--- src/rtl/pht_branch_predictor_pkg.sv ---
// Shared opcode constants and predictor sizing helpers for the pattern history table.
package pht_branch_predictor_pkg;

    localparam logic [11:0] OPC_ADD = 12'h001;
    localparam logic [11:0] OPC_BEQ = 12'h010;
    localparam logic [11:0] OPC_BNE = 12'h011;

    localparam int DEF_CTR_BITS = 3;
    localparam int DEF_IDX_BITS = 4;

    function automatic int half_of(input int ctr_bits);
        return 1 << (ctr_bits - 1);
    endfunction

    function automatic int ctr_max_of(input int ctr_bits);
        return (1 << ctr_bits) - 1;
    endfunction

    function automatic int entries_of(input int idx_bits);
        return 1 << idx_bits;
    endfunction

    function automatic logic is_br(input logic [11:0] opc);
        return (opc == OPC_BEQ) || (opc == OPC_BNE);
    endfunction

endpackage

--- src/rtl/pht_branch_predictor_sat_counter_update.sv ---
// Next-value logic for one saturating branch counter; width-generic so other tables can reuse it.
module sat_counter_update
    import pht_branch_predictor_pkg::*;
#(
    parameter int CTR_BITS = DEF_CTR_BITS
) (
    input  logic [CTR_BITS-1:0] ctr,
    input  logic                wrong,
    output logic [CTR_BITS-1:0] next_ctr
);

    localparam logic [CTR_BITS-1:0] HALF    = CTR_BITS'(half_of(CTR_BITS));
    localparam logic [CTR_BITS-1:0] CTR_MAX = CTR_BITS'(ctr_max_of(CTR_BITS));
    localparam logic [CTR_BITS-1:0] ONE     = CTR_BITS'(1);

    logic taken_side;
    assign taken_side = (ctr >= HALF);

    // A mispredict steps toward the opposite side; a hit strengthens, clamped at both ends.
    always_comb begin
        next_ctr = ctr;
        if (wrong) begin
            next_ctr = taken_side ? (ctr - ONE) : (ctr + ONE);
        end else if (taken_side) begin
            if (ctr != CTR_MAX) next_ctr = ctr + ONE;
        end else begin
            if (ctr != '0) next_ctr = ctr - ONE;
        end
    end

endmodule

--- src/rtl/pht_branch_predictor.sv ---
// PC-indexed table of saturating counters: decode lookup, commit-time training.
// Optional gshare history indexing when GSHARE_PREDICTOR_EN is defined.
module pht_branch_predictor
    import pht_branch_predictor_pkg::*;
#(
    parameter int CTR_BITS = DEF_CTR_BITS,
    parameter int IDX_BITS = DEF_IDX_BITS,
    parameter int INIT_CTR = (1 << CTR_BITS) - 1
) (
    input  logic                clk,
    input  logic                rst,
    input  logic [31:0]         PC,
    input  logic [11:0]         Decoded_opcode,
    input  logic [31:0]         Commit_PC,
    input  logic [11:0]         Commit_opcode,
    input  logic                Wrong_prediction,
    output logic                predicted,
    output logic [IDX_BITS-1:0] Predict_index
);

    localparam int HALF    = half_of(CTR_BITS);
    localparam int ENTRIES = entries_of(IDX_BITS);

    logic [CTR_BITS-1:0] ctr_q [ENTRIES];
    logic [IDX_BITS-1:0] hist;
    logic [IDX_BITS-1:0] pred_idx;
    logic [IDX_BITS-1:0] commit_idx;
    logic [CTR_BITS-1:0] ctr_pre;
    logic [CTR_BITS-1:0] ctr_next;
    logic                commit_br;

`ifdef GSHARE_PREDICTOR_EN
    logic [IDX_BITS-1:0] ghr_q;
    logic                taken;

    // History records the resolved direction, so it never needs rollback.
    assign taken = (ctr_pre >= CTR_BITS'(HALF)) ^ Wrong_prediction;

    always_ff @(posedge clk or negedge rst) begin
        if (!rst) begin
            ghr_q <= '0;
        end else if (commit_br) begin
            ghr_q <= (ghr_q << 1) | IDX_BITS'(taken);
        end
    end

    assign hist = ghr_q;
`else
    assign hist = '0;
`endif

    assign pred_idx   = PC[IDX_BITS+1:2] ^ hist;
    assign commit_idx = Commit_PC[IDX_BITS+1:2] ^ hist;
    assign ctr_pre    = ctr_q[commit_idx];
    assign commit_br  = is_br(Commit_opcode);

    sat_counter_update #(.CTR_BITS(CTR_BITS)) u_update (
        .ctr      (ctr_pre),
        .wrong    (Wrong_prediction),
        .next_ctr (ctr_next)
    );

    always_ff @(posedge clk or negedge rst) begin
        if (!rst) begin
            for (int i = 0; i < ENTRIES; i++) begin
                ctr_q[i] <= CTR_BITS'(INIT_CTR);
            end
        end else if (commit_br) begin
            ctr_q[commit_idx] <= ctr_next;
        end
    end

    // Lookup reads the registered table, so a same-cycle commit is seen one cycle later.
    assign predicted     = rst & is_br(Decoded_opcode) & (ctr_q[pred_idx] >= CTR_BITS'(HALF));
    assign Predict_index = pred_idx;

    logic unused_pc_bits;
    assign unused_pc_bits = ^{PC[31:IDX_BITS+2], PC[1:0], Commit_PC[31:IDX_BITS+2], Commit_PC[1:0]};

endmodule

--- config.mk ---
export PLATFORM = sky130hd
export DESIGN_NAME = pht_branch_predictor
export DESIGN_NICKNAME = d
export VERILOG_FILES = /design/src/rtl/pht_branch_predictor_pkg.sv /design/src/rtl/pht_branch_predictor_sat_counter_update.sv /design/src/rtl/pht_branch_predictor.sv
export SDC_FILE = /design/constraint.sdc
export NUM_CORES = 1
export LEC_CHECK = 0
export ABC_CLOCK_PERIOD_IN_PS = 2600
export BUFFER_PORTS_ARGS = -buffer_cell sky130_fd_sc_hd__buf_2
export CAP_MARGIN = 20
export CORE_UTILIZATION = 46
export CTS_CLUSTER_SIZE = 12
export DETAILED_ROUTE_END_ITERATION = 6
export PLACE_DENSITY = 0.74
export SLEW_MARGIN = 25
export SYNTH_ARGS = -nofsm -noshare
export SYNTH_HDL_FRONTEND = slang
export SYNTH_HIERARCHICAL = 1
export SYNTH_SLANG_ARGS = --single-unit
--- constraint.sdc ---
create_clock -name clk -period 2.6 [get_ports clk]
set_input_delay 0.13 -clock clk [delete_from_list [all_inputs] [get_ports clk]]
set_output_delay 0.13 -clock clk [all_outputs]
set_load 0.005 [all_outputs]
# Word level (Yosys, flattened, before mapping)
# Index checks and enable logic that the tools add are counted.
# totals
register_bits	48
elab_cells	50
inputBits	91
output_inout_bits	5
# op_classes
n_bitwise	4
mux	14
n_reduce_logical	4
n_addsub	2
n_lt_le_gt_ge	5
eq_ne	5
# op_table
cell	count
$bwmux W48	1
$eq A12 B5 Y1 const B	4
$mux W3	10
$bmux W3 S4	2
$demux W3 S4	1
$ge A5 B5 Y1 const B	2
$not A4 Y5	2
$ge A3 B3 Y1 const B	2
$lt A5 B1 Y1 const B	1
$add A3 B1 Y3 const B	1
$ne A3 B3 Y1 const B	1
$reduce_bool A3 Y1	1
$sub A3 B1 Y3 const B	1
$and A1 B1 Y1	2
$logic_or A1 B1 Y1	2
$logic_and A1 B1 Y1	1

# Longest topological paths before layout
# logic_depth
depth_word	9
mapped_depth	12
depth_no_buf	9

# Cells and area by module
# The synthesis kept the hierarchy.
# by_module_without_submodules
module	area_each_um2	cells_per_inst	seq_area_each_um2	instances
pht_branch_predictor	2773.9	185	1261.2	1
sat_counter_update	182.7	22	0.0	1

# Worst setup path before layout
# Ideal clock, no wire load.
# synth_timing
path_type	input to register
start	in Commit_PC[2]
end	reg ctr_q[37] in the netlist's numbering
t_arrival_ns	2.615
stages	11
setup_ns	0.060
path_buffers	2
setup_slack_ns	-0.075
required_time_ns	2.540
path_cell_list	buf_2 mux4_2 a22oi_1 nand2_1 inv_1 ha_1 nor2b_1 a2111oi_2 a211o_1 clkbuf_1 mux2_2
# synth_via
elab_chain_len	9
elab_cells_between_ends	20
cone_classes	add/sub (2); order compare (3); eq/ne (1); mux (11); bitwise (1); reduce/logical (2)
# synth_rtl
item	line_no	source
from (decl)	pht_branch_predictor.sv:14	input logic [31:0] Commit_PC,
$not A4 Y5 (implied by the code) (*)	pht_branch_predictor.sv:54	assign ctr_pre = ctr_q[commit_idx];
$bmux W3 S4 (*)	pht_branch_predictor.sv:54	
$mux W3 (implied by the code) (*) (2 in a row)	pht_branch_predictor.sv:54	
via ctr_pre[1]	pht_branch_predictor.sv:28	logic [CTR_BITS-1:0] ctr_pre;
$sub A3 B1 Y3, or another cell as far along	pht_branch_predictor_sat_counter_update.sv:23, pht_branch_predictor_sat_counter_update.sv:27	
$mux W3 (on tied branches)	pht_branch_predictor_sat_counter_update.sv:27, pht_branch_predictor_sat_counter_update.sv:25	
$mux W3	pht_branch_predictor_sat_counter_update.sv:24	end else if (taken_side) begin
$mux W3 (*)	pht_branch_predictor_sat_counter_update.sv:22	if (wrong) begin
via ctr_next[1]	pht_branch_predictor.sv:29	logic [CTR_BITS-1:0] ctr_next;
$bwmux W48 (*)	pht_branch_predictor.sv:69	ctr_q[commit_idx] <= ctr_next;
to (signal, indexed assignment)	pht_branch_predictor.sv:66	ctr_q[i] <= CTR_BITS'(INIT_CTR);
to (signal, indexed assignment)	pht_branch_predictor.sv:69	
to (decl)	pht_branch_predictor.sv:24	logic [CTR_BITS-1:0] ctr_q [ENTRIES];
# Mark *: on every way through the listed nets, which the timed path passes. The rest lies on a longest branch. The select of a mux whose other input is x is not followed.
# A chain may end at the register's enable or synchronous reset.

# Worst setup path in the final report
# layout_timing
start	reg ctr_q[37] in the netlist's numbering
end	reg ctr_q[28] in the netlist's numbering
# layout_via
elab_chain_len	8
elab_cells_between_ends	14
cone_classes	add/sub (2); order compare (1); eq/ne (1); mux (9); reduce/logical (1)
# layout_rtl
item	line_no
$bmux W3 S4 (*)	pht_branch_predictor.sv:54
$mux W3 (implied by the code) (*) (2 in a row)	pht_branch_predictor.sv:54
via ctr_pre[1]	pht_branch_predictor.sv:28
$sub A3 B1 Y3, or another cell as far along	pht_branch_predictor_sat_counter_update.sv:23, pht_branch_predictor_sat_counter_update.sv:27
$mux W3 (on tied branches)	pht_branch_predictor_sat_counter_update.sv:27, pht_branch_predictor_sat_counter_update.sv:25
$mux W3	pht_branch_predictor_sat_counter_update.sv:24
$mux W3 (*)	pht_branch_predictor_sat_counter_update.sv:22
via ctr_next[1]	pht_branch_predictor.sv:29
$bwmux W48 (*)	pht_branch_predictor.sv:69
# Marks and branches as above.

==> summary.txt <==
Routing
  • DR DRC count: 0
  • Drt first pass iters: 4
  • DR vias: about 1,900
  • Detail Route Antenna Nets: 0
  • DRT iter0 DRCs: 88
  • Vias per cell: between 5 and 6
  • Drt total wl: between 6 and 7 mm
  • Wire length per cell: roughly 20 µm

Synthesis
  • Syn avg cell area: between 10 and 15 µm²
  • Share of the synthesized area in the top cell type: between 40% and 50%
  • Yosys reg bits: 48
  • Syn Inst Count: just over 200
  • Seq/Total Area, Yosys: 42.7%
  • Synth cell types: 37
  • Yosys warnings: 6
  • Synth area leader: dfstp_2
  • Top_reg_cell synth: dfstp_2
  • Asr flop ratio synth: 100%
  • Post-synth EDFFs: 0
  • Ranking of synthesized cells by area: dfstp_2 (43%), mux2_2 (18%), mux4_2 (11%)
  • Synth Net Count: slightly above 300
  • Mapped Area: a little under 0.003 mm²

Layout
  • Max reg flops: 48
  • Filler cell count: about 480
  • Fin area: 0.00350 mm²
  • Layout cells sized above 1: 83.4%
  • ANT cells: 0
  • Storage cell area: between 0.001 and 0.0015 mm²
  • Largest register by flop count: ctr_q
  • Final nets: roughly 350
  • Non-Filler Instances: approximately 330
  • Multi-input logic area: 0.00174 mm²
  • Regs by FF count: ctr_q x48
  • Most common cell after layout, fill and taps aside: dfstp_2
  • Commonest cells after routing, fill and taps aside: dfstp_2 (48), mux2_2 (42), buf_2 (36)
  • Synthesis-to-layout area growth: 18.3%

Timing
  • Max-slew violations: 0
  • Final Hold Fails: 0
  • Max-slew headroom: approximately three fifths
  • Worst Tran Pin Value: approximately 0.59 ns
  • Worst setup margin: 0.0375 ns
  • Min Tclk post-route: roughly 2.6 ns
  • Final Cycle Share: around 99%
  • Achievable Freq: 390 MHz
  • Skew final: approximately 0.0038 ns
  • RSZ-0062 raised after global routing: yes
  • Final setup vio count: 0

Clock tree
  • Clk slew on worst S/H paths: around 0.080 ns
  • CTS max path bufs: 2
  • Clock tree root driver cell: clkbuf_8
  • CTS Buf Count: 5
  • Worst-skew pair later-pin latency: roughly 0.30 ns
  • H-tree depth: 2
  • Clock sinks: 48
  • Hold buffers post-CTS: 0
  • CTS tree: done
  • Postcts setup bufs: 0

Place
  • Placed Cells: 319
  • Dpl hpwl: between 4 and 5 mm
  • Routability-driven placement congestion ratio: 0.766
  • Worst slack, placed: -0.374 ns
  • PortBufs: 37
  • Post-DP Area: 0.00325 mm²

Global routing
  • Antenna violations before repair: 0
  • Grt total ovfl: 0
  • Tot GR Track Use: about a fifth
  • Maximum number of pins on one net before global-route repair: about 50
  • Vias in the first global route: 1,950
  • First-pass GRT wire length: a little under 10 mm

Pwr
  • Worst vdd ir: ~0.23 mV
  • Final Power: 0.00131 W
  • Pwr per Cell Area: 374 mW/mm²
  • P_leak: around 1.4 nW

Outcome
  • Outcome: finished clean

Die
  • I/O pins: 96
  • Initial Utilization: between 40% and 50%
  • Die height: around 80 µm
  • Die area: a little under 0.007 mm²
  • Die span in x: ~82 µm
  • Site row count: 28
  • Core area: ~0.0061 mm²

Setup path
  • Worst-path fanout max: 8
  • CP Capture Type: flop
  • Crit path DAT: 2.80 ns
  • Worst Path Required: around 2.8 ns
  • CP Class: flop to flop
  • CP Launch Type: flop
  • R2R cell count: 9

Worst hold path
  • Worst Hold Class: input port to asynchronous set/reset pin

Job
  • Max cap viols: 0
[area by class of cell]
type | count | share of cell area (%)
Multi-Input combinational cell | 142 | 49.7
Sequential cell | 48 | 36.1
Timing Repair Buffer | 52 | 8.80
Tap cell | 75 | 2.68
Clock buffer | 5 | 1.97
Inverter | 4 | 0.429
Clock inverter | 2 | 0.358
[cells in the mapped netlist, types with 2 or more instances]
cell type	count
a21oi_1	3
a22oi_1	6
buf_2	2
buf_4	7
clkbuf_1	4
dfstp_2	48
ha_1	5
inv_1	4
mux2_2	46
mux2_4	3
mux2i_1	6
mux4_2	14
nand2_1	7
nand2b_1	4
nand3_1	2
nand3_2	6
nand4_4	2
nor2_1	5
nor2b_1	6
nor3_2	6
nor4_4	4
nor4b_1	2
[through the flow]
stage	TNS (ns)	hold slack (ns)	utilization, %
2_1_floorplan	0	-0.0178	-
3_3_place_gp	-9.28	0.460	53.7
3_5_place_dp	-11.37	0.464	53.7
4_1_cts	0	0.328	55.5
5_1_grt	-1.12	0.381	57.7
6_report	0	0.303	57.7
[worst max-delay path, cell delays in order, from the launching register on]
cell and delay [ns]:
dfstp_2 0.38, mux4_2 0.49, a22oi_2 0.22, nand2_2 0.12, ha_4 0.19, ha_4 0.16, mux2i_2 0.19, nor3_2 0.10
a211o_4 0.37, mux2_2 0.28
[per-layer routing]
metal	GRT usage, %	vias up	wire length [µm]
met4	8.60	0	151
met5	0	-	0
met1	25.3	978	2800
met3	4.07	13	277
met2	34.5	48	3280
li1	-	883	-
[path summary, 6_finish.rpt]
| path | start | end | slack, ns |
|---|---|---|---|
| max in group asynchronous | rst | ctr_q[39]$_DFFE_PN1P_ | 2.26 |
| min reg2reg | ctr_q[24]$_DFFE_PN1P_ | ctr_q[24]$_DFFE_PN1P_ | 0.62 |
| max | ctr_q[37]$_DFFE_PN1P_ | ctr_q[28]$_DFFE_PN1P_ | 0.04 |
| min | rst | ctr_q[10]$_DFFE_PN1P_ | 0.30 |
| max reg2reg | ctr_q[37]$_DFFE_PN1P_ | ctr_q[28]$_DFFE_PN1P_ | 0.04 |
| min in group clk | Commit_opcode[10] | ctr_q[46]$_DFFE_PN1P_ | 0.41 |
[what timing repair did]
action                                  CTS  global route
pin swaps                                 3             8
resized for setup                         7            26
gates cloned                              0             2
endpoints found under the setup margin   32            32
endpoints found under the hold margin     0             0
[cell families (layout without fill, tap and decap cells)]
kind of cell / Yosys count / after routing / share of synthesized area [%]
DFF: 48 / 48 / 42.7
adders and majority gates: 5 / 5 / 2.12
and+or+nand+nor: 53 / 53 / 16.3
xor gates and xnor gates: 2 / 2 / 0.593
AOI/OAI and AO/OA: 12 / 13 / 3.13
muxes: 69 / 69 / 31.7
buffers and inverters: 18 / 63 / 3.51
[power breakdown]
group          total [W]  switching, W  internal (W)
Combinational   0.000126     0.0000779     0.0000481
Sequential      0.000751   0.000000158      0.000751
Clock           0.000431      0.000249      0.000182
No activity file was read; power rests on OpenSTA's default activity.
